File: src/rtl/mem_wb_stage.sv
// MEM/WB pipeline register with load alignment and writeback select.
// Optional: `define WB_RETIRE_CNT_EN to build the 64-bit retire counter.
module mem_wb_stage #(
  parameter int unsigned     XLEN     = 32,
  parameter logic [XLEN-1:0] RESET_PC = '0
) (
  input  logic            clk,
  input  logic            rst,
  input  logic            stall,
  input  logic            flush,
  input  logic            mem_valid,
  input  logic [XLEN-1:0] mem_pc,
  input  logic [XLEN-1:0] mem_alu_result,
  input  logic [XLEN-1:0] mem_rdata,
  input  logic [XLEN-1:0] mem_csr_data,
  input  logic [2:0]      mem_funct3,
  input  logic [1:0]      mem_wb_sel,
  input  logic [4:0]      mem_rd,
  input  logic            mem_reg_write,
  input  logic            mem_trap,
  output logic            wb_valid,
  output logic [XLEN-1:0] wb_pc,
  output logic            wb_reg_write,
  output logic [4:0]      wb_rd,
  output logic [XLEN-1:0] wb_wr_data,
  output logic            wb_load_misaligned,
  output logic [63:0]     wb_instret
);

  logic [1:0]      off;
  logic [7:0]      ld_byte;
  logic [15:0]     ld_half;
  logic [XLEN-1:0] ld_data;
  logic [XLEN-1:0] wr_data_d;
  logic            is_load;
  logic            misaligned;
  logic            reg_write_d;
  logic            mis_flag_d;
  logic            capture;

  assign off     = mem_alu_result[1:0];
  assign is_load = mem_wb_sel == 2'b01;
  assign capture = !flush && !stall;

  always_comb begin
    ld_byte = mem_rdata[7:0];
    unique case (off)
      2'd0: ld_byte = mem_rdata[7:0];
      2'd1: ld_byte = mem_rdata[15:8];
      2'd2: ld_byte = mem_rdata[23:16];
      2'd3: ld_byte = mem_rdata[31:24];
    endcase
    ld_half = off[1] ? mem_rdata[31:16]
                     : mem_rdata[15:0];
  end

  // Reserved funct3 encodings fall through to a full word.
  always_comb begin
    ld_data = mem_rdata;
    case (mem_funct3)
      3'b000:  ld_data = {{24{ld_byte[7]}}, ld_byte};
      3'b100:  ld_data = {24'h0, ld_byte};
      3'b001:  ld_data = {{16{ld_half[15]}}, ld_half};
      3'b101:  ld_data = {16'h0, ld_half};
      default: ld_data = mem_rdata;
    endcase
  end

  always_comb begin
    misaligned = 1'b0;
    if (is_load) begin
      if (mem_funct3[1])
        misaligned = off != 2'b00;
      else if (mem_funct3[0])
        misaligned = off[0];
    end
  end

  always_comb begin
    wr_data_d = mem_alu_result;
    unique case (mem_wb_sel)
      2'b00: wr_data_d = mem_alu_result;
      2'b01: wr_data_d = ld_data;
      2'b10: wr_data_d = mem_pc + 32'd4;
      2'b11: wr_data_d = mem_csr_data;
    endcase
  end

  assign reg_write_d = mem_valid && mem_reg_write
                    && !mem_trap && (mem_rd != 5'd0)
                    && !misaligned;
  assign mis_flag_d  = mem_valid && !mem_trap
                    && misaligned;

  always_ff @(posedge clk) begin
    if (!rst) begin
      wb_valid           <= 1'b0;
      wb_pc              <= RESET_PC;
      wb_reg_write       <= 1'b0;
      wb_rd              <= 5'd0;
      wb_wr_data         <= '0;
      wb_load_misaligned <= 1'b0;
    end else if (flush) begin
      wb_valid           <= 1'b0;
      wb_reg_write       <= 1'b0;
      wb_load_misaligned <= 1'b0;
    end else if (capture) begin
      wb_valid           <= mem_valid;
      wb_pc              <= mem_pc;
      wb_reg_write       <= reg_write_d;
      wb_rd              <= mem_rd;
      wb_wr_data         <= wr_data_d;
      wb_load_misaligned <= mis_flag_d;
    end
  end

`ifdef WB_RETIRE_CNT_EN
  logic [63:0] instret_q;
  logic        retire;

  assign retire = capture && mem_valid
               && !mem_trap && !misaligned;

  always_ff @(posedge clk) begin
    if (!rst)
      instret_q <= '0;
    else if (retire)
      instret_q <= instret_q + 64'd1;
  end

  assign wb_instret = instret_q;
`else
  assign wb_instret = 64'd0;
`endif

endmodule

File: config.mk
export PLATFORM = sky130hd
export DESIGN_NAME = mem_wb_stage
export DESIGN_NICKNAME = d
export VERILOG_FILES = /design/src/rtl/mem_wb_stage.sv
export SDC_FILE = /design/constraint.sdc
export NUM_CORES = 1
export LEC_CHECK = 0
export CAP_MARGIN = 10
export CORE_AREA = 8 8 120 122
export CTS_BUF_LIST = sky130_fd_sc_hd__clkbuf_16
export DETAILED_ROUTE_END_ITERATION = 8
export DIE_AREA = 0 0 128 130
export MAX_ROUTING_LAYER = met4
export PLACE_DENSITY = 0.85
export RECOVER_POWER = 25
export SYNTH_ARGS = -nofsm -noshare
export SYNTH_HDL_FRONTEND = slang
export SYNTH_SLANG_ARGS = --single-unit
File: constraint.sdc
create_clock -name clk -period 3.7 [get_ports clk]
set_input_delay 0.74 -clock clk [delete_from_list [all_inputs] [get_ports clk]]
set_output_delay 0.74 -clock clk [all_outputs]
set_load 0.005 [all_outputs]
### Word level (Yosys, flattened, before mapping)

Cells that the tools add are included.
W data, S select, Z words.

* add/sub/neg operators: 1
* equality and inequality tests: 9
* mux-type cells: 7
* bitwise logic cells: 2
* reduce and logical (&&, ||, !) cells: 18

Operator list (number)
* $pmux W32 S4: 2
* $add A32 B3 Y32 const B: 1
* $pmux W8 S4: 1
* $mux W16: 1
* $eq A2 B2 Y1 const B: 4
* $logic_and A1 B1 Y1: 7
* $eq A3 B3 Y1 const B: 2
* $reduce_bool A5 Y1: 1
* $eq A2 B1 Y1 const B: 2
* $logic_not A1 Y1: 4
* $logic_not A2 Y1: 2
* $eq A3 B1 Y1 const B: 1
* $logic_not A3 Y1: 1
* $mux W1: 3
* $not A1 Y1: 2
* $reduce_and A2 Y1: 1
* $reduce_bool A2 Y1: 1
* $reduce_or A2 Y1: 1

* register bits after elaboration: 72
* bits of input ports: 145
* output and inout bits: 136
* logic and storage cells: 43

### Depth between registers and ports, before layout

Gate-level depths: netlist of the first run.

* depth in word-level cells: 5
* depth in mapped cells: 7
* gate-level depth less buffers: 6

### Least setup slack after synthesis of the first run

Ideal clock, no wire load.

* kind: input-to-reg
* start: input port mem_pc[2]
* end: register wb_wr_data[20]
* library setup time: 0.137 ns
* arrival: 2.089 ns
* required time: 3.563 ns
* setup slack: 1.474 ns
* stages on the path: 7
* buffers on the path: 1
* path through: ha_1 > nand3_1 > or2_1 > buf_2 > o31a_1 > o311ai_0 > o211ai_1

* word-level cells in the longest chain between the ends: 2

Ends and longest elaborated chain
* from (decl): RTL line 12 `input logic [XLEN-1:0] mem_pc,`
* $add A32 B3 Y32: RTL line 84 `2'b10: wr_data_d = mem_pc + 32'd4;`
* $pmux W32 S4: RTL line 81 `unique case (mem_wb_sel)`
* to (signal assigned): RTL line 112 `wb_wr_data <= wr_data_d;`
* to (decl): RTL line 25 `output logic [XLEN-1:0] wb_wr_data,`

Every way passes these cells.
A chain may end at the register's enable or synchronous reset.

### Worst setup path after layout of the first run

Ends and elaborated chain as after synthesis.

==> metrics.md, run 1 <==
| Metric | Value |
|---|---|
| Status | `finished clean` |
| PwrDens | `306 mW/mm^2` |
| Post-DP HPWL | `between 15 and 20 mm` |
| Core region area | `0.0124 mm^2` |
| Gpl congestion | `0.973` |
| Total grt overflow | `0` |
| Leak pwr | `between 2 and 3 nW` |
| Drt pass-1 iters | `7` |
| Largest net degree at the start of global routing | `58` |
| Critical path capture point type | `register` |
| Post-Syn Area | `about 0.0052 mm^2` |
| Rel. slew slack | `0.542` |
| # clock sinks | `a little over 70` |
| Minimum clock period | `between 2 and 3 ns` |
| First-pass GRT wire length | `about 33 mm` |
| Iter 0 DRT Violations | `roughly 720` |
| Synth warn | `0` |
| Vias after detailed routing | `between 5000 and 6000` |
| # resized after CTS | `0` |
| Final hold vios | `0` |
| Number of global-route vias before repair | `about 5700` |
| CP Buf/Inv Count | `1` |
| Setup tns final | `0 ns` |
| WP data arrival | `~3 ns` |
| Cell Rows | `roughly 40` |
| Post-synth ARST share | `0` |
| Post-synthesis register bit count | `72` |
| Die Area | `around 0.017 mm^2` |
| Worst-path fanout max | `7` |
| Largest area contributor in the netlist | `dfxtp_1` |
| Layout cells sized above 1 | `0.0721` |
| Peak supply drop | `roughly 0.22 mV` |
| Top_reg_cell synth | `dfxtp_1` |
| Seq/Total Area, Yosys | `0.276` |
| Slowest stage delay, CP | `just under 0.6 ns` |
| Setup crit start kind | `primary input` |
| Clock transition at path regs | `0.06 ns` |
| CTS Buf Count | `9` |
| Final Core Density | `0.607` |
| Clock Latency Late Sink | `0.34 ns` |
| Post-CTS setup repair buffer count | `0` |
| DIE WIDTH | `~130 um` |
| CP Class | `in2reg` |
| Largest cells by area after synthesis | `dfxtp_1 (28%), buf_4 (9.4%), nand2_1 (9.2%)` |
| Initial antenna violation count | `1` |
| CP top delay family | `compound AO/OA/AOI/OAI gates` |
| Residual DRC | `0` |
| All-layer global routing usage | `0.272` |
| Clk buf depth | `2` |
| CP required | `between 3 and 4 ns` |
| Starting Density | `0.420` |
| Worst hold path type | `reg2reg` |
| # IOs | `roughly 280` |
| Most common cell in the synthesized netlist | `nand2_1` |
| Top-area cell type share of the netlist area | `0.276` |
| Final setup vio count | `0` |
| Seq. cell area | `0.00144 mm^2` |
| Mapped Cells | `670` |
| Top cells by count, synth | `nand2_1 (128), dfxtp_1 (72), buf_4 (65)` |
| RSZ-0062 raised after global routing | `false` |
| Fin crit share | `0.757` |
| Maxcap violations | `0` |
| Fmax | `about 360 MHz` |
| Critical-path cell list | `clkdlybuf4s50_1 > ha_1 > nand3_1 > or2_1 > o31a_1 > o311ai_0 > o211ai_1` |
| Root Buffer | `clkbuf_16` |
| Fill count | `1169` |
| Slowest cell on the critical path | `clkdlybuf4s50_1` |
| Setup Skew | `0 ns` |
| Post-synth cell types | `71` |
| Final Net Count | `between 1000 and 1500` |
| Final wirelength | `roughly 23 mm` |
| PortBufs | `approximately 220` |
| Die height | `roughly 130 um` |
| Syn avg cell area | `about 7.8 um^2` |
| Post-CTS Hold Fix Bufs | `0` |
| Slew Limit Fails | `0` |
| Vias/cell | `between 5 and 6` |
| EDFF count, synth | `0` |
| TritonCTS clock tree | `done` |
| Avg WL per Cell | `roughly 22 um` |
| DRT antenna net count | `0` |
| Slew of the pin with the lowest slew margin | `0.687 ns` |
| H-tree levels | `3` |
| Multi-input logic area | `around 0.0033 mm^2` |
| Synthesis-to-layout area growth | `44.5%` |
-- cell families after synthesis --
family	count (synthesis)	share of synthesized area
compound gates	214	0.300
xor+xnor	19	0.0319
fa+ha+maj	1	0.00240
buf+inv	122	0.147
flops	72	0.276
mux	14	0.0293
other cells	1	0.000719
simple gates	227	0.212
-- per-stage QoR --
step / total power, W / hold WS (ns) / instances / worst slack, ns / cell area (um^2)
after detailed placement: 0.00145 / 0.437 / 1030 / 0.587 / 7250
after floorplan: 0.00115 / 0.435 / 733 / 1.47 / 5450
after global routing: 0.00240 / 0.472 / 1047 / 0.755 / 7530
after CTS: 0.00231 / 0.445 / 1046 / 0.932 / 7530
final: 0.00230 / 0.440 / 1048 / 0.899 / 7530
after global placement: 0.00145 / 0.427 / 1030 / 0.672 / 7250
-- report_power, final --
part / switching (W) / leakage, nW / total (W) / internal [W]
registers: 0.0000219 / 0.589 / 0.000838 / 0.000816
clock network: 0.000349 / 0.147 / 0.000859 / 0.000510
logic: 0.000301 / 2.19 / 0.000605 / 0.000304
total: 0.000672 / 2.92 / 0.00230 / 0.00163
-- flip-flops by register name, indices dropped and copies added (netlist names) --
name and count:
wb_load_misaligned 1, wb_pc 32, wb_rd 5, wb_reg_write 1, wb_valid 1, wb_wr_data 32
-- cell usage in the layout (no fill, tap or decap), drive strengths merged, types with 4 or more instances in the layout --
cell type,n
a31oi,10
nand3,12
nand4,9
nor2b,4
a211oi,5
a211o,5
mux2,10
clkinv,4
a21boi,37
nor3,13
clkdlybuf4s50,179
xor2,9
and4,5
a22o,6
dlygate4sd3,36
nor4,6
dfxtp,72
mux2i,4
nand2,128
a221oi,5
nand2b,10
nor2,22
a21oi,28
xnor2,10
o21ai,35
buf,19
o22ai,10
inv,15
a22oi,10
or2,4
o221ai,18
clkbuf,9
nor3b,5
o311ai,4
o211ai,11
o31a,4
conb,64
-- cell type report --
cell class	count	share of cell area
Sequential cell	72	0.191
Inverter	13	0.00648
Timing Repair Buffer	234	0.304
Multi-Input combinational cell	539	0.431
Clock buffer	9	0.0299
Clock inverter	7	0.00731
Antenna cell	2	0.000664
Tap cell	172	0.0286
-- final timing paths --
| check | end | start | slack [ns] | cells past startpoint |
|---|---|---|---|---|
| max | wb_wr_data[20] | mem_pc[2] | 0.90 | 7 |
| min | wb_wr_data[5] | wb_wr_data[5] | 0.44 | 2 |
| max reg2reg | wb_wr_data[22] | wb_wr_data[22] | 2.48 | 3 |
| min reg2reg | wb_wr_data[5] | wb_wr_data[5] | 0.44 | 2 |
-- metal layers --
metal  vias to the layer above  GRT usage  part of all wire
li1                       2709          -                 -
met1                      2675      0.317              0.39
met2                       371      0.428              0.46
met3                        58     0.0857              0.11
met4                         0      0.115             0.039
met5                         -          -                 0
-- worst min-delay path, cell delays in order (launching register included) --
cell	delay, ns
dfxtp_1	0.31
nand2_1	0.05
nand2_1	0.04
(Power assumes the default switching activity.)
==> run 2: changes to the inputs <==
Settings changed: CORE_AREA 8 8 120 122 to 8 8 124 126, DIE_AREA 0 0 128 130 to 0 0 132 134, PLACE_DENSITY 0.85 to 0.8.
Clock period 3.7 ns to 2.9 ns, I/O delays scaled along.
==> run 2 against run 1 <==
Critical path depth shrank 1. Utilization fell by 3.7 points. Cell area up 2.2%. Flip-flop and latch count unchanged. Clock skew unchanged.
==> metrics.md, run 2 (synthesis results as in run 1) <==
| Metric | Value |
|---|---|
| Status | `finished clean` |
| Post-DP HPWL | `18.7 mm (+3.1%)` |
| PortBufs | `216 (unchanged)` |
| Final Net Count | `1034 (+1.9%)` |
| Final hold vios | `0 (unchanged)` |
| Clock transition at path regs | `0.06 ns (about the same)` |
| Sequential share of power | `0.360 (-0.004)` |
| H-tree levels | `3 (unchanged)` |
| Iter 0 DRT Violations | `568 (-21%)` |
| # clock sinks | `72 (unchanged)` |
| All-layer global routing usage | `0.257 (-0.0155)` |
| Residual DRC | `0 (unchanged)` |
| PwrDens | `386 mW/mm^2 (+26%)` |
| Cell-internal power | `0.00210 W (+29%)` |
| Sw frac | `0.292 (about the same)` |
| # resized after CTS | `0 (unchanged)` |
| Fill count | `1300 (+11%)` |
| Clk buf depth | `2 (unchanged)` |
| Setup tns final | `0 ns (unchanged)` |
| Die height | `134 um (+3.1%)` |
| Number of global-route vias before repair | `5928 (+3.9%)` |
| Drt pass-1 iters | `5 (-2)` |
| DIE WIDTH | `132 um (+3.1%)` |
| Peak supply drop | `0.357 mV (+62%)` |
| Worst-path fanout max | `19 (+12)` |
| Clock Latency Late Sink | `0.35 ns (about the same)` |
| Worst hold path type | `reg2reg` |
| ANT cells | `0 (-2)` |
| TritonCTS clock tree | `done` |
| Post-CTS Hold Fix Bufs | `0 (unchanged)` |
| Initial antenna violation count | `0 (-1)` |
| Minimum clock period | `between 2 and 3 ns` |
| Vias/cell | `5.51 (-0.67%)` |
| DP Cell Count | `1057 (+2.6%)` |
| WP data arrival | `2.81 ns (-0.20 ns)` |
| CTS Buf Count | `9 (unchanged)` |
| Final wirelength | `22.9 mm (+0.71%)` |
| Cell Rows | `43 (+4.9%)` |
| Fmax | `385 MHz` |
| Maxcap violations | `0 (unchanged)` |
| Leading cell types in the layout, fill and taps excluded | `clkdlybuf4s50_1 (185), nand2_1 (128), dfxtp_1 (72)` |
| Setup Skew | `0 ns (unchanged)` |
| Commonest non-fill, non-tap cell in the layout | `clkdlybuf4s50_1` |
| # IOs | `281 (unchanged)` |
| Root Buffer | `clkbuf_16` |
| CP Class | `in2reg` |
| Net switching power | `0.000867 W (+29%)` |
| Core region area | `0.0135 mm^2 (+8.8%)` |
| Clock power share | `0.373 (about the same)` |
| Layout cells sized above 1 | `0.0930 (+0.0210)` |
| Slew Limit Fails | `0 (unchanged)` |
| Rel. slew slack | `0.656 (+0.114)` |
| Total grt overflow | `0 (unchanged)` |
| First-pass GRT wire length | `34.6 mm (+3.7%)` |
| Slew of the pin with the lowest slew margin | `0.513 ns (-0.174 ns)` |
| Fin crit share | `0.895` |
| Critical path capture point type | `register` |
| Largest net degree at the start of global routing | `59 (+1.7%)` |
| Starting Density | `0.386 (-0.0339)` |
| CP required | `3.12 ns (-0.79 ns)` |
| Total power draw | `0.00297 W (+29%)` |
| Avg WL per Cell | `21.3 um (-1.5%)` |
| Setup crit start kind | `primary input` |
| Leak pwr | `2.98 nW (+2.0%)` |
| Die Area | `0.0177 mm^2 (+6.3%)` |
| Comb pwr share | `0.266 (+0.003)` |
| Biggest regs | `wb_pc: 32 flops, wb_wr_data: 32 flops, wb_rd: 5 flops` |
| Post-CTS setup repair buffer count | `0 (unchanged)` |
| Synthesis-to-layout area growth | `47.7%` |
| RSZ-0062 raised after global routing | `false` |
| Vias after detailed routing | `5906 (+1.6%)` |
| Final setup vio count | `0 (unchanged)` |
| Non-Filler Instances | `1072 (+2.3%)` |
| Gpl congestion | `0.932 (-4.2%)` |
| DRT antenna net count | `0 (unchanged)` |
| Flop2flop setup slack | `1.65 ns (-0.83 ns)` |
run 2: cell count changes in the layout (fill, tap and decap cells not counted), sizes merged:
cell / delta
dlygate4sd3: -6
clkinv: -2
clkdlybuf4s50: +6
diode: -2
buf: +19
clkinvlp: +3
inv: -2
run 2: metal layers:
layer	up-vias	wire (um)	global-route usage	part of all wire
li1	2748	-	-	-
met1	2753	9290	0.295	0.41
met2	357	10900	0.419	0.47
met3	48	2060	0.0763	0.090
met4	0	669	0.0913	0.029
met5	-	0	-	0
run 2: final cells by class:
type / count / area [um^2] / area share
Timing Repair Buffer: 253 / 2450 / 0.318
Sequential cell: 72 / 1440 / 0.187
Multi-Input combinational cell: 539 / 3250 / 0.422
Clock inverter: 6 / 61.3 / 0.00796
Clock buffer: 9 / 225 / 0.0292
Inverter: 13 / 48.8 / 0.00634
Tap cell: 180 / 225 / 0.0292
run 2: final timing paths:
check,to,cells past startpoint,from
setup / recovery,wb_wr_data[22],6,flush
hold / removal,wb_wr_data[5],2,wb_wr_data[5]
setup reg to reg,wb_wr_data[22],3,wb_wr_data[22]
hold reg to reg,wb_wr_data[5],2,wb_wr_data[5]
run 2: worst max-delay path, cell delays in order:
cell and delay [ns]:
dlygate4sd3_1 0.63, or2_0 0.39, and2_2 0.41, a22o_1 0.28, a211oi_1 0.40, a21oi_1 0.12
run 2: power by group through the flow:
stage	clock [W]	combinational (W)	sequential (W)
floorplan	0	0.000369	0.00109
global placement	0	0.000782	0.00109
detailed placement	0	0.000783	0.00109
CTS	0.00112	0.000789	0.00107
global route	0.00117	0.000847	0.00108
finish	0.00111	0.000791	0.00107
run 2: per-stage QoR:
step	hold WS (ns)	worst slack (ns)	utilization	cell area, um^2
final	0.435	0.304	0.570	7700
after global routing	0.453	0.196	0.570	7700
after CTS	0.440	0.458	0.570	7700
after detailed placement	0.432	0.0985	0.549	7410
after global placement	0.424	0.0681	0.549	7410
after floorplan	0.435	0.834	-	5450
==> run 3: changes to the inputs <==
Settings changed: TNS_END_PERCENT from default to 50.
==> results of run 3 <==
The final DEF is identical to that of run 2; final timing and power are the same.
